## config.mk

```make
export PLATFORM = sky130hd
export DESIGN_NAME = sar_ctrl
export DESIGN_NICKNAME = d
export VERILOG_FILES = /design/src/rtl/sar_ctrl.sv
export SDC_FILE = /design/constraint.sdc
export NUM_CORES = 1
export LEC_CHECK = 0
export BUFFER_PORTS_ARGS = -buffer_cell sky130_fd_sc_hd__buf_2
export CAP_MARGIN = 20
export CORE_MARGIN = 2
export CORE_UTILIZATION = 41
export CTS_CLUSTER_DIAMETER = 120
export DETAILED_ROUTE_END_ITERATION = 16
export PLACE_DENSITY = 0.63
export SYNTH_ARGS = -nofsm -noshare
export SYNTH_HDL_FRONTEND = slang
export SYNTH_SLANG_ARGS = --single-unit
```

## constraint.sdc

```tcl
create_clock -name clk -period 2.1 [get_ports clk]
set_input_delay 0.315 -clock clk [delete_from_list [all_inputs] [get_ports clk]]
set_output_delay 0.315 -clock clk [all_outputs]
set_load 0.02 [all_outputs]
```

## src/rtl/sar_ctrl.sv

```systemverilog
// sar_ctrl: successive-approximation controller, MSB-first binary search of an N-bit DAC code.
// Optional macro SAR_CTRL_SETTLE_EN: two cycles per step, comparator sampled at the end of the second.
module sar_ctrl #(
    parameter int N             = 8,
    parameter int SAMPLE_CYCLES = 2
) (
    input  logic         clk,
    input  logic         rstn,
    input  logic         start,
    input  logic         cmp_gt,
    output logic         sample,
    output logic [N-1:0] dac_code,
    output logic         busy,
    output logic         done,
    output logic [N-1:0] result
);

    localparam int SW  = $clog2(N);
    localparam int SCW = (SAMPLE_CYCLES > 1) ? $clog2(SAMPLE_CYCLES) : 1;
    localparam logic [SW-1:0]  LAST_STEP   = SW'(N - 1);
    localparam logic [SCW-1:0] LAST_SAMPLE = SCW'(SAMPLE_CYCLES - 1);

    typedef enum logic [1:0] {IDLE, SAMPLE, CONVERT, DONE} state_t;

    state_t         state;
    logic [SW-1:0]  step;
    logic [SCW-1:0] sample_cnt;
    logic [N-1:0]   trial;
    logic [N-1:0]   kept;
    logic           decide;

    // The bit under test is the only one in dac_code that the comparator can veto.
    assign trial = {{(N-1){1'b0}}, 1'b1} << (LAST_STEP - step);
    assign kept  = cmp_gt ? (dac_code & ~trial) : dac_code;

`ifdef SAR_CTRL_SETTLE_EN
    logic settle_phase;
    assign decide = settle_phase;
`else
    assign decide = 1'b1;
`endif

    always_ff @(posedge clk) begin
        if (!rstn) begin
            state      <= IDLE;
            step       <= '0;
            sample_cnt <= '0;
            sample     <= 1'b0;
            busy       <= 1'b0;
            done       <= 1'b0;
            dac_code   <= '0;
            result     <= '0;
`ifdef SAR_CTRL_SETTLE_EN
            settle_phase <= 1'b0;
`endif
        end else begin
            done <= 1'b0;
            case (state)
                IDLE, DONE: begin
                    if (start) begin
                        state      <= SAMPLE;
                        sample     <= 1'b1;
                        busy       <= 1'b1;
                        sample_cnt <= '0;
                    end else begin
                        state <= IDLE;
                    end
                end
                SAMPLE: begin
                    if (sample_cnt == LAST_SAMPLE) begin
                        state    <= CONVERT;
                        sample   <= 1'b0;
                        step     <= '0;
                        dac_code <= {1'b1, {(N-1){1'b0}}};
                    end else begin
                        sample_cnt <= sample_cnt + 1'b1;
                    end
                end
                CONVERT: begin
`ifdef SAR_CTRL_SETTLE_EN
                    settle_phase <= ~settle_phase;
`endif
                    if (decide) begin
                        if (step == LAST_STEP) begin
                            state    <= DONE;
                            busy     <= 1'b0;
                            done     <= 1'b1;
                            result   <= kept;
                            dac_code <= '0;
                        end else begin
                            step     <= step + 1'b1;
                            dac_code <= kept | (trial >> 1);
                        end
                    end
                end
                default: state <= IDLE;
            endcase
        end
    end

endmodule

```

* Word-level counts from Yosys, hierarchy flattened *
Index checks and enable logic that the tools add are counted.

storage, ports and cells
  flip-flop bits (word level) = 25

cells by class
  add/sub/neg operators = 3
  equality and inequality tests = 8
  shifts and indexed selects = 1
  mux-type cells = 20
  bitwise operators = 3
  reductions and logical operators = 13

operators by type and width
  kind                                                                    number
  8-bit two-way mux                                                       3
  8-bit case mux with 2 select lines                                      1
  2-bit AND reduction                                                     5
  3-bit AND reduction                                                     3
  8-bit AND                                                               1
  2-bit inequality test (second input constant)                           4
  8-bit NOT                                                               1
  8-bit by 7-bit bitwise OR with 8-bit output                             1
  1-bit by 3-bit << shifter with 8-bit output (first input constant)      1
  1-bit two-way mux                                                       7
  3-bit two-way mux                                                       2
  1-bit case mux with 2 select lines                                      3
  2-bit case mux with 3 select lines                                      1
  3-bit case mux with 2 select lines                                      1
  2-bit nonzero test                                                      3
  2-bit equality test (second input constant)                             2
  2-bit two-way mux                                                       2
  3-bit by 1-bit adder with 3-bit output (second input constant)          1
  3-bit equality test (second input constant)                             1
  3-bit subtractor (first input constant)                                 1
  2-bit by 1-bit equality test with 1-bit output (second input constant)  1
  2-bit zero test                                                         1
  2-bit OR reduction                                                      1
  1-bit adder (second input constant)                                     1

* Longest topological paths before layout *
Gate-level depths: netlist of the first run.

  depth in word-level cells = 8
  mapped depth = 6
  gate-level depth less buffers = 5

* Worst setup path after synthesis of the first run *
OpenSTA, ideal clock, no wires.

  path type = reg-to-reg
  start = register step[0]
  end = register step[2]
  arrival = 1.351 ns
  path slack = 0.661 ns
  cell stages (with the launch flop) = 7
  buffers on the path = 1
  period minus slack after synthesis = 1.439 ns
  cell sequence = dfxtp_1 -> ha_1 -> ha_1 -> buf_2 -> nor2b_1 -> nand3_1 -> o32ai_2

between the ends
  word-level cells in the longest chain between the ends = 3
  elaborated cells between the ends (all ways) = 6
  those cells by class = add/sub (1); eq/ne (2); mux (2); reduce/logical (1)

ends and longest elaborated chain
  element                                                                        line    source
  from (decl)                                                                    26      logic [SW-1:0] step;
  from (signal assigned)                                                         91      step <= step + 1'b1;
  3-bit by 1-bit adder with 3-bit output or 3-bit equality test (tied branches)  91, 84
  3-bit two-way mux or 2-bit inequality test (tied branches)                     -
  3-bit case mux with 2 select lines or 3-bit AND reduction (tied branches)      -

Parallel ways exist; a longest one is shown, timed or not. The select of a mux whose other input is x is not followed.
A chain may end at the register's enable or synchronous reset.

* Final worst setup path of the first run *
Same ends and word-level chain as after synthesis.

==> impl_results.md, run 1 <==
* CP delay by family, top: adder cells
* Setup repair bufs after CTS at 0
* Crit-path max FO at 9
* Int Power at approximately 0.84 mW
* Setup slack at placement at ~0.4 ns
* Nets@finish at roughly 180
* Avg WL per Cell at between 10 and 15 µm
* Synth Area in Compound Gates at around a fifth
* Reg2reg start: step[0]
* Congestion Overflow GR at 0
* Initial antenna violation count at 0
* Critical path class: flop to flop
* Initial DRC count at 39
* Final Core Density at between 40% and 50%
* Crit path DAT at slightly below 2 ns
* Outcome: finished clean
* Crit-path max cell delay at 0.43 ns
* Worst-path cell chain: ha_1, ha_1, nand2_1, and2_1, o32ai_2
* Yosys warnings at 0
* R2R setup slack at between 0.3 and 0.4 ns
* Core Rows at 19
* Maximum vdd ir drop at 0.763 mV
* Antenna cells at 0
* Final Skew at approximately 0.0035 ns
* Setup TNS at 0 ns
* Filler instances at about 300
* TritonRoute pass-1 iters at 4
* Hold Path Sink: sample
* Sw Pwr at approximately 0.57 mW
* DRC violations left at 0
* Area of the core at approximately 2800 µm²
* Area fraction of the dominant cell type after synthesis at 40.4%
* Multi-input gate area at about 680 µm²
* Final hold slack at roughly 0.27 ns
* Period minus WS final at between 1.5 and 2 ns
* Post-Synth Simple-Gate Area at around 24%
* Critical path required time at 2.35 ns
* Ys flop type: dfxtp_1
* Root buffer cell: clkbuf_4
* Sequential share of power at between 40 and 50%
* Vias at 1093
* Area contributors post-synth: dfxtp_1, ha_1, nand2_1
* H-tree depth at 1
* Final hold vios at 0
* Post-Syn Area at 1240 µm²
* Post-Synth Adder-Cell Area at between 8 and 9%
* CP dominant cell by count: ha_1
* Hold Path Origin: rstn
* Initial Utilization at 44.2%
* Logic pwr share at 42.0%
* CTS buffer count at 3
* Placed cells at 190
* FFs w/ async S/R, synth at 0%
* Final setup margin at between 0.3 and 0.4 ns
* DP Area at 1350 µm²
* Layout cells sized above 1 at 19.6%
* Die Span X at a little under 60 µm
* Clk_lat worst skew at roughly 0.32 ns
* Hold-fix buffers at CTS at 0
* Post-cts resize count at 0
* TritonCTS clock tree: done
* Vias per inst at ~5.6
* Pin count of the biggest net entering global routing at 19
* Clock power share at ~16%
* Antenna Violating Nets Remaining at 0
* Count of cell types in the netlist at 38
* Power per cell area at 1010 nW/µm²
* Die Area at 3480 µm²
* Largest area contributor in the netlist: dfxtp_1
* Hold path depth at 2
* Global-route wire length before repair at about 4.6 mm
* Synthesized Nets at roughly 160
* PortBufs at 22
* Switch share at between 40% and 50%
* Sequential cell area at roughly 500 µm²
* RSZ-0062 raised after global routing: no
* Clock Path Buffers at 2
* Synth Area in XOR/XNOR at 0%
* Post-synth EDFFs at 0
* Leakage at between 0.5 and 0.6 nW
* Clock Sink Count at 25
* Total Power at 1.40 mW
* Worst Max-Slew Pin Slew at 0.476 ns
* Layout area overhead at 11.6%
* I/O Pins at 23
* Final Cycle Share at approximately 83%
* Avg Inst Size Synth at 8.61 µm²
* FMAX at approximately 570 MHz
* Max Cap Viol at 0
* Mux share of post-synthesis cell area at 1.21%
* Slowest CP cell: dfxtp_1
* CP startpoint kind: flop
* Sequential cell area fraction in the yosys report at 40.4%
* R2R cell count at 5
* Die Y-Extent at 59.0 µm
* Rel. slew slack at about two thirds
* Commonest non-fill, non-tap cell in the layout: dfxtp_1
* Worst Setup End Kind: flop
* Max Slew Vio Count at 0
* Fin cells at ~190
* Placer Congestion at 0.811
* Number of global-route vias before repair at around 1k
* Post-synthesis register bit count at 25
* WL final at ~2.7 mm
* GRT Util Overall at between 15 and 20%
* Setup Viol. Count Final at 0
* Worst-path clk slew at 0.14 ns
* Most frequent cells in the layout: dfxtp_1, nand2_1, buf_2, a21oi_1, nand3_1
* Class of the worst hold path: input port to flop
* HPWL Detailed at roughly 2.0 mm
* Worst R2R End: step[2]
* CP bufs+invs at 0
* Main combinational cell family by area after synthesis: simple AND/OR/NAND/NOR gates
* Final instance area at ~1400 µm²
* Synth Instances at roughly 140
how the worst max path moves through the flow:
stage / start / endpoint / slack [ns] / cells past startpoint
floorplan: step[0] / step[2] / 0.66 / 6
global placement: step[2] / result[4] / 0.46 / 5
detailed placement: step[0] / step[2] / 0.41 / 5
CTS: step[0] / step[2] / 0.37 / 5
global route: step[2] / result[4] / 0.16 / 5
finish: step[0] / step[2] / 0.36 / 5
area by class of cell:
cell class                      count  share of cell area, %
Tap cell                           31                   2.80
Timing Repair Buffer               22                   7.96
Clock inverter                      1                  0.542
Clock buffer                        3                   1.63
Multi-Input combinational cell    106                   49.3
Inverter                            6                   1.63
Sequential cell                    25                   36.2
cell usage after synthesis (2+ instances only):
library cell	instances
dfxtp_1	25
nand2_1	22
a21oi_1	16
nand3_1	10
ha_1	8
nor2_1	6
inv_1	5
and2_1	4
buf_2	4
o2bb2ai_1	4
nand2b_1	3
a21boi_0	2
a221o_1	2
a22oi_1	2
clkbuf_1	2
nand3b_1	2
nor2b_1	2
nor3_1	2
nor4_1	2
o211ai_1	2
o32ai_1	2
power by group through the flow:
stage	clock, mW	combinational, mW	sequential, mW
4_1_cts	0.232	0.591	0.592
5_1_grt	0.249	0.663	0.600
3_3_place_gp	0	0.579	0.599
6_report	0.222	0.589	0.591
3_5_place_dp	0	0.588	0.603
2_1_floorplan	0	0.440	0.625
cell families (layout without fill, tap and decap cells):
| logic type | after synthesis | after routing |
|---|---|---|
| muxes | 1 | 1 |
| and+or+nand+nor | 59 | 59 |
| buffers and inverters | 13 | 32 |
| DFF | 25 | 25 |
| adders and majority gates | 8 | 8 |
| AOI/OAI and AO/OA | 38 | 38 |
flip-flops by register name (all words and copies together), names as in the netlist:
register,flops
dac_code,8
result,8
step,3
state,2
busy,1
done,1
sample,1
sample_cnt,1
worst reg2reg max path, stage by stage, from the launching register on:
cell     delay, ns
dfxtp_1       0.43
ha_1          0.29
ha_1          0.38
nand2_1       0.17
and2_1        0.22
o32ai_2       0.19
per-layer routing:
layer / track usage, % / up-vias / share of wire (%) / wire length [µm]
met5: 0 / - / 0 / 0
met4: 4.87 / 0 / 1.1 / 30
met3: 2.62 / 4 / 4.7 / 127
met2: 29.0 / 30 / 48 / 1320
met1: 22.5 / 498 / 46 / 1260
li1: - / 561 / - / -
Power figures use the tool's default switching activity.
==> run 2, diff against run 1 <==
--- a/config.mk
+++ b/config.mk
@@ -5,13 +5,14 @@
 export SDC_FILE = /design/constraint.sdc
 export NUM_CORES = 1
 export LEC_CHECK = 0
+export ABC_AREA = 1
 export BUFFER_PORTS_ARGS = -buffer_cell sky130_fd_sc_hd__buf_2
 export CAP_MARGIN = 20
 export CORE_MARGIN = 2
 export CORE_UTILIZATION = 41
 export CTS_CLUSTER_DIAMETER = 120
 export DETAILED_ROUTE_END_ITERATION = 16
-export PLACE_DENSITY = 0.63
+export PLACE_DENSITY = 0.66
 export SYNTH_ARGS = -nofsm -noshare
 export SYNTH_HDL_FRONTEND = slang
 export SYNTH_SLANG_ARGS = --single-unit
==> constraint.sdc (replaced) <==
create_clock -name clk -period 1.6 [get_ports clk]
set_input_delay 0.24 -clock clk [delete_from_list [all_inputs] [get_ports clk]]
set_output_delay 0.24 -clock clk [all_outputs]
set_load 0.02 [all_outputs]
==> impl_results.md, run 2 <==
* Power per cell area at 1260 nW/µm² (was 1010 nW/µm²)
* Fin cells at 221 (was 194)
* Antenna Violating Nets Remaining at 0 (unchanged)
* HPWL Detailed at 1.87 mm (was 2.00 mm)
* Number of global-route vias before repair at 1015 (was 1020)
* Total Power at 1.72 mW (was 1.40 mW)
* Setup Viol. Count Final at 0 (unchanged)
* Core Rows at 19 (unchanged)
* Hold path depth at 3 (was 2)
* Area contributors post-synth: dfxtp_1, nand2_1, a21oi_1 (was dfxtp_1, ha_1, nand2_1)
* Post-Syn Area at 1190 µm² (was 1240 µm²)
* FMAX at 690 MHz (was 573 MHz)
* Vias at 1086 (was 1093)
* Largest area contributor in the netlist: dfxtp_1 (unchanged)
* WL final at 2.42 mm (was 2.73 mm)
* Root buffer cell: clkbuf_4 (unchanged)
* Avg Inst Size Synth at 7.14 µm² (was 8.61 µm²)
* Maximum vdd ir drop at 0.697 mV (was 0.763 mV)
* PortBufs at 22 (unchanged)
* I/O Pins at 23 (unchanged)
* Antenna cells at 0 (unchanged)
* Post-synthesis register bit count at 25 (unchanged)
* Class of the worst hold path: input port to flop (unchanged)
* Clock power share at 15.8% (about the same)
* Int Power at 1.03 mW (was 0.836 mW)
* Sw Pwr at 0.690 mW (was 0.566 mW)
* Worst-path clk slew at 0.12 ns (was 0.14 ns)
* Synth Instances at 167 (was 144)
* Pin count of the biggest net entering global routing at 15 (was 19)
* Period minus WS final at 1.45 ns (was 1.74 ns)
* Post-cts resize count at 0 (unchanged)
* Die Area at 3360 µm² (was 3480 µm²)
* Worst Max-Slew Pin Slew at 0.404 ns (was 0.476 ns)
* Critical path required time at 1.85 ns (was 2.35 ns)
* Congestion Overflow GR at 0 (unchanged)
* Clock Path Buffers at 2 (unchanged)
* Max Slew Vio Count at 0 (unchanged)
* FFs w/ async S/R, synth at 0% (unchanged)
* Final Skew at 0.000726 ns (was 0.00352 ns)
* Worst R2R End: step[0] (was step[2])
* Cell with the most instances after synthesis: nand2_1 (was dfxtp_1)
* Critical path class: flop to flop (unchanged)
* Layout cells sized above 1 at 18.4% (was 19.6%)
* R2R setup slack at 0.15 ns (was 0.36 ns)
* Ys flop type: dfxtp_1 (unchanged)
* Die Span X at 57.9 µm (was 59.0 µm)
* R2R cell count at 7 (was 5)
* Placer Congestion at 0.852 (was 0.811)
* Final instance area at 1360 µm² (was 1380 µm²)
* Largest regs: dac_code: 8 flops, result: 8 flops, step: 3 flops (unchanged)
* Final hold vios at 0 (unchanged)
* RSZ-0062 raised after global routing: no (unchanged)
* Final Core Density at 49.2% (was 49.3%)
* Leakage at 0.663 nW (was 0.556 nW)
* Global-route wire length before repair at 4.30 mm (was 4.57 mm)
* Synthesized Nets at 179 (was 156)
* Max Cap Viol at 0 (unchanged)
* GRT Util Overall at 16.2% (was 17.1%)
* Hold Path Sink: dac_code[0] (was sample)
* H-tree depth at 1 (unchanged)
* DP Area at 1330 µm² (was 1350 µm²)
* Crit path DAT at 1.70 ns (was 1.99 ns)
* Sequential cell area fraction in the yosys report at 42.0% (was 40.4%)
* Reg2reg start: step[0] (unchanged)
* CP startpoint kind: flop (unchanged)
* Commonest non-fill, non-tap cell in the layout: nand2_1 (was dfxtp_1)
* Hold Path Origin: rstn (unchanged)
* Switch share at 40.2% (was 40.4%)
* TritonCTS clock tree: done (unchanged)
* Initial DRC count at 53 (was 39)
* Rel. slew slack at 73.0% (was 68.2%)
* Avg WL per Cell at 11.0 µm (was 14.1 µm)
* DRC violations left at 0 (unchanged)
* Setup repair bufs after CTS at 0 (unchanged)
* Area fraction of the dominant cell type after synthesis at 42.0% (was 40.4%)
* Yosys warnings at 0 (unchanged)
* Outcome: finished clean (unchanged)
* Nets@finish at 203 (was 176)
* Placed cells at 217 (was 190)
* Worst Setup End Kind: flop (unchanged)
* Setup TNS at 0 ns (unchanged)
* Clk_lat worst skew at 0.31 ns (was 0.32 ns)
* Count of cell types in the netlist at 18 (was 38)
* Post-synth EDFFs at 0 (unchanged)
* TritonRoute pass-1 iters at 4 (unchanged)
* Die Y-Extent at 57.9 µm (was 59.0 µm)
* Hold-fix buffers at CTS at 0 (unchanged)
* CTS buffer count at 3 (unchanged)
* Final Cycle Share at 90.6% (was 83.0%)
* Area of the core at 2760 µm² (was 2810 µm²)
* Crit-path max FO at 8 (was 9)
* Initial Utilization at 43.2% (was 44.2%)
* Vias per inst at 4.91 (was 5.63)
* Post-synth top cells: nand2_1, dfxtp_1, a21oi_1 (was dfxtp_1, nand2_1, a21oi_1)
* Initial antenna violation count at 0 (unchanged)
* Sequential share of power at 45.2% (was 42.1%)
* Clock Sink Count at 25 (unchanged)
* Logic pwr share at 39.0% (was 42.0%)
* Layout area overhead at 13.9% (was 11.6%)
* Most frequent cells in the layout: nand2_1, dfxtp_1, a21oi_1, buf_2, inv_1 (was dfxtp_1, nand2_1, buf_2, a21oi_1, nand3_1)
## run 2: layout make-up
type	count	area, µm²
Fill cell	285	1400
Multi-Input combinational cell	121	606
Sequential cell	25	502
Timing Repair Buffer	24	125
Inverter	16	60.1
Tap cell	31	38.8
Clock buffer	4	26.3
## run 2: how the worst max path moves through the flow
stage	end	startpoint	slack, ns
after global routing	step[2]	step[0]	0.004
final	step[0]	step[0]	0.15
after global placement	step[0]	step[0]	0.18
after floorplan	state[0]	step[0]	0.23
after detailed placement	step[0]	step[0]	0.12
after CTS	step[0]	step[0]	0.1
## run 2: per-layer routing
layer / vias to the layer above / track usage (%) / part of all wire, %
li1: 580 / - / -
met1: 485 / 22.5 / 51
met2: 17 / 26.0 / 44
met3: 4 / 2.68 / 3.0
met4: 0 / 4.98 / 1.3
met5: - / 0 / 0
## run 2: kinds of logic after synthesis
family	after synthesis	share of synthesized area, %
AO/OA/AOI/OAI	36	15.2
flip-flops	25	42.0
AND/OR/NAND/NOR	77	27.0
buffers and inverters	21	7.45
adder cells (fa/ha/maj)	8	8.39
## run 2: critical path, cell delays in order, from the launching register on
cell and delay [ns]:
dfxtp_2 0.37, ha_1 0.21, ha_1 0.21, inv_1 0.06, nand2_1 0.12, nor2_4 0.20, o21ai_0 0.10, a21oi_1 0.12
## run 2: through the flow
stage	hold WS [ns]	worst slack [ns]
6_report	0.255	0.150
5_1_grt	0.262	0.00387
4_1_cts	0.252	0.0951
3_5_place_dp	0.460	0.122
3_3_place_gp	0.446	0.185
2_1_floorplan	0.378	0.225
## run 2: power groups by stage
stage | sequential, mW | clock [mW] | combinational (mW)
2_1_floorplan | 0.826 | 0 | 0.461
3_3_place_gp | 0.779 | 0 | 0.658
3_5_place_dp | 0.785 | 0 | 0.665
4_1_cts | 0.772 | 0.283 | 0.666
5_1_grt | 0.789 | 0.306 | 0.780
6_report | 0.775 | 0.272 | 0.669
